### src/rtl/ifu_ir_buffer.sv
// ifu_ir_buffer: DEPTH-entry instruction FIFO between the IFU IR stage and the EXU, emptied in one cycle by exu_flush.
// Define IFU_IRBUF_BYPASS_EN to forward the IFU entry straight to the EXU while the buffer is empty.
`ifndef INSTR_SIZE
`define INSTR_SIZE 32
`endif
`ifndef PC_SIZE
`define PC_SIZE 32
`endif
`ifndef RFIDX_WIDTH
`define RFIDX_WIDTH 5
`endif

module ifu_ir_buffer #(
    parameter int DEPTH = 2,
    parameter int CNT_W = $clog2(DEPTH) + 1
) (
    input  logic                    clk,
    input  logic                    rst,
    input  logic                    ifu_i_valid,
    output logic                    ifu_i_ready,
    input  logic [`INSTR_SIZE-1:0]  ifu_i_ir,
    input  logic [`PC_SIZE-1:0]     ifu_i_pc,
    input  logic [`RFIDX_WIDTH-1:0] ifu_i_rs1idx,
    input  logic [`RFIDX_WIDTH-1:0] ifu_i_rs2idx,
    input  logic                    ifu_i_prdt_taken,
    output logic                    exu_o_valid,
    input  logic                    exu_o_ready,
    output logic [`INSTR_SIZE-1:0]  exu_o_ir,
    output logic [`PC_SIZE-1:0]     exu_o_pc,
    output logic [`RFIDX_WIDTH-1:0] exu_o_rs1idx,
    output logic [`RFIDX_WIDTH-1:0] exu_o_rs2idx,
    output logic                    exu_o_prdt_taken,
    input  logic                    exu_flush,
    output logic [CNT_W-1:0]        buf_count
);
    localparam int PW = $clog2(DEPTH);
    localparam int EW = `INSTR_SIZE + `PC_SIZE + 2 * `RFIDX_WIDTH + 1;
    logic [EW-1:0]    mem [DEPTH];
    logic [EW-1:0]    din, head;
    logic [PW-1:0]    wptr, rptr;
    logic [CNT_W-1:0] count;
    logic             empty, byp, wr, rd;
    assign din = {ifu_i_ir, ifu_i_pc, ifu_i_rs1idx, ifu_i_rs2idx, ifu_i_prdt_taken};
    assign empty = count == '0;
    assign ifu_i_ready = count != CNT_W'(DEPTH);
`ifdef IFU_IRBUF_BYPASS_EN
    assign byp = empty & ifu_i_valid & !exu_flush;
`else
    assign byp = 1'b0;
`endif
    assign exu_o_valid = !exu_flush & (byp | !empty);
    assign head = exu_o_valid ? (byp ? din : mem[rptr]) : '0;
    assign {exu_o_ir, exu_o_pc, exu_o_rs1idx, exu_o_rs2idx, exu_o_prdt_taken} = head;
    // A bypassed entry taken by the EXU in the same cycle never occupies a slot
    assign wr = ifu_i_valid & ifu_i_ready & !exu_flush & !(byp & exu_o_ready);
    assign rd = exu_o_valid & exu_o_ready & !byp;
    assign buf_count = count;
    always_ff @(posedge clk) begin
        if (rst || exu_flush) begin
            wptr  <= '0;
            rptr  <= '0;
            count <= '0;
        end else begin
            wptr  <= wptr + PW'(wr);
            rptr  <= rptr + PW'(rd);
            count <= count + CNT_W'(wr) - CNT_W'(rd);
        end
    end
    always_ff @(posedge clk) begin
        if (wr) mem[wptr] <= din;
    end
endmodule

### config.mk
export PLATFORM = sky130hd
export DESIGN_NAME = ifu_ir_buffer
export DESIGN_NICKNAME = d
export VERILOG_FILES = /design/src/rtl/ifu_ir_buffer.sv
export SDC_FILE = /design/constraint.sdc
export NUM_CORES = 1
export LEC_CHECK = 0
export ABC_AREA = 1
export CORE_MARGIN = 2
export CORE_UTILIZATION = 30
export CTS_BUF_LIST = sky130_fd_sc_hd__clkbuf_8 sky130_fd_sc_hd__clkbuf_16
export CTS_CLUSTER_DIAMETER = 30
export CTS_CLUSTER_SIZE = 14
export DETAILED_ROUTE_END_ITERATION = 10
export PLACE_DENSITY = 0.62
export SLEW_MARGIN = 10
export SYNTH_ARGS = -nofsm -noshare
export SYNTH_HDL_FRONTEND = slang
export SYNTH_SLANG_ARGS = --single-unit
### constraint.sdc
create_clock -name clk -period 3 [get_ports clk]
set_input_delay 0.6 -clock clk [delete_from_list [all_inputs] [get_ports clk]]
set_output_delay 0.6 -clock clk [all_outputs]
set_load 0.05 [all_outputs]
==> summary.txt <==
CTS
  • Worst-Skew Late Latency: 0.41 ns
  • H-tree levels: 4
  • TritonCTS clock tree: done
  • Clk slew on worst S/H paths: 0.06 ns
  • Clk root buf: clkbuf_16
  • Longest Clk Path Bufs: 2
  • Clock Sinks: 154
  • Hold buffer count at cts: 0
  • Post-CTS sizing: 0
  • Setup bufs post-CTS: 0
  • CTS Buf Count: 17

Layout
  • NumNets Final: 836
  • Area of the multi-input gates: 1290 sq um
  • Most frequent cells in the layout: nand2_1, edfxtp_1, inv_1
  • Most common cell after layout, fill and taps aside: nand2_1
  • Design Area, Final: 9550 sq um
  • Layout cell share with drive strength beyond 1: 15.6%
  • Sequential cell area: 4590 sq um
  • Area delta synth->final: 50.5%
  • FILL cells: 1921
  • Inserted Diodes: 0

Route
  • Vias per cell: 4.13
  • Drc violations: 0
  • DRT Pass-1 Iters: 6
  • Detailed-route via count: 4291
  • Drt initial violations: 197
  • Routed len/inst: 13.3 microns
  • Antenna-violating nets left: 0
  • Total Wirelength: 13800 microns

Power
  • Sequential share of power: 51.5%
  • Comb power frac: 8.5%
  • Clock power frac: 40.0%
  • Pleak: 4.23 nW
  • Max VDD drop: 366 uV
  • Sw Pwr: 1.01 mW
  • Internal: 3.74 mW
  • Net Sw Frac: 21.2%
  • Power Density: 497 nW/um^2

Timing
  • Worst-Margin Slew: 0.506 ns
  • Final setup TNS: 0 ns
  • Setup violators final: 0
  • Clock Skews: 0.00536 ns
  • Max-slew headroom: 66.2%
  • Slew Viols, Final: 0
  • Final min period: 2.62 ns
  • RSZ-0062 raised after global routing: no
  • Tcrit/Tclk final: 87.4%
  • Peak Freq: 381 MHz
  • Final hold violations: 0

Yosys
  • Yosys cell types: 15
  • Synth Area per Inst: 10.8 sq um
  • Synth Instances: 589
  • Synth Register Bits: 154
  • Register area share after synthesis: 72.2%
  • Mapped Area: 6350 sq um
  • Syn Nets: 673
  • YS warnings: 0

Critical path
  • Startpoint Class: input pin
  • Reg-to-reg setup timing slack: 1.25 ns
  • Critical Path RT: 2.40 ns
  • Critical path class: input pin to output port
  • Crit-path max FO: 76
  • Crit end category: output port
  • WP data arrival: 2.02 ns

Floorplan
  • Placeable Area: 20900 sq um
  • Site Rows: 53
  • Initial Utilization: 30.4%
  • Horiz. Die Dim: 149 microns
  • Die Height: 149 microns
  • I/O Pins: 159
  • Die ar.: 22300 sq um

Global routing
  • First-pass GRT wire length: 21800 microns
  • Largest net degree at the start of global routing: 77
  • GRT Util Overall: 12.9%
  • Initial antenna violation count: 0
  • Vias in the first global route: 4256
  • Global route overflow: 0

Min path
  • Hold Crit Class: register to register

Place
  • Routability Congestion: 0.700
  • DP HPWL: 9050 microns
  • I/O Buffers: 158
  • Dpl cell area: 9030 sq um

Run status
  • Status: finished, final reports clean

Flow run
  • Total of max-cap violations: 0
synth_stat cells:
cell type  count  share of area, %
nand2_1      306                18
edfxtp_1     150                71
inv_1         84               5.0
buf_2         13               1.0
buf_4          7              0.83
nor2_1         7              0.41
buf_6          5              0.89
dfxtp_1        4               1.3
ha_1           4              0.79
inv_2          3              0.18
nand3_1        2              0.16
a21oi_1        1             0.079
a21oi_2        1              0.14
nand4_1        1             0.099
or2_2          1             0.099
worst paths after layout:
check	startpoint	to	cells past startpoint
setup / recovery	exu_flush	exu_o_ir[30]	6
hold / removal	buf_count[1]	buf_count[1]	2
setup reg to reg	buf_count[1]	buf_count[1]	10
hold reg to reg	buf_count[1]	buf_count[1]	2
flip-flops by register name (all words and copies together) (netlist names):
register and flops:
mem 150, buf_count 2, rptr 1, wptr 1
routing by layer:
metal	up-vias	share of wire, %	track usage [%]
li1	2160	-	-
met1	2011	42	15.5
met2	111	50	21.6
met3	9	7.3	4.94
met4	0	0.99	3.67
met5	-	0	0
logic make-up (layout without fill, tap and decap cells):
group | count (synthesis) | after routing | synth area share (%)
compound gates | 2 | 2 | 0.217
flops | 154 | 154 | 72.2
buf+inv | 112 | 287 | 7.89
simple gates | 317 | 317 | 18.9
fa+ha+maj | 4 | 4 | 0.789
cell type report:
| type | instances | area share [%] |
|---|---|---|
| clock buffers | 17 | 4.46 |
| flip-flops and latches | 154 | 48.1 |
| well taps | 275 | 3.60 |
| multi-input cells | 323 | 13.5 |
| inverters | 87 | 3.42 |
| clock inverters | 14 | 0.996 |
| repair buffers | 169 | 25.9 |
stage by stage:
step                      utilization [%]  setup slack [ns]  total power [mW]  instances  hold WS [ns]
final                                45.7             0.379              4.74       1039         0.565
after global routing                 45.7             0.169              4.92       1039         0.601
after CTS                            45.7             0.299              4.81       1039         0.566
after detailed placement             43.2             0.398              2.89       1008         0.557
after global placement               43.2             0.394              2.88       1008         0.541
after floorplan                         -            -0.237              2.66        589         0.535
power groups by stage:
stage	clock network (mW)	registers, mW	logic (mW)
floorplan	0	2.49	0.163
global placement	0	2.48	0.399
detailed placement	0	2.49	0.407
CTS	1.96	2.44	0.408
global route	2.04	2.45	0.435
finish	1.90	2.44	0.402
worst max-delay path, stage by stage:
cell and delay (ns):
clkdlybuf4s50_1 0.48, a21oi_4 0.16, buf_12 0.29, nand2_1 0.09
inv_1 0.14, buf_12 0.15
Power figures use the tool's default switching activity.
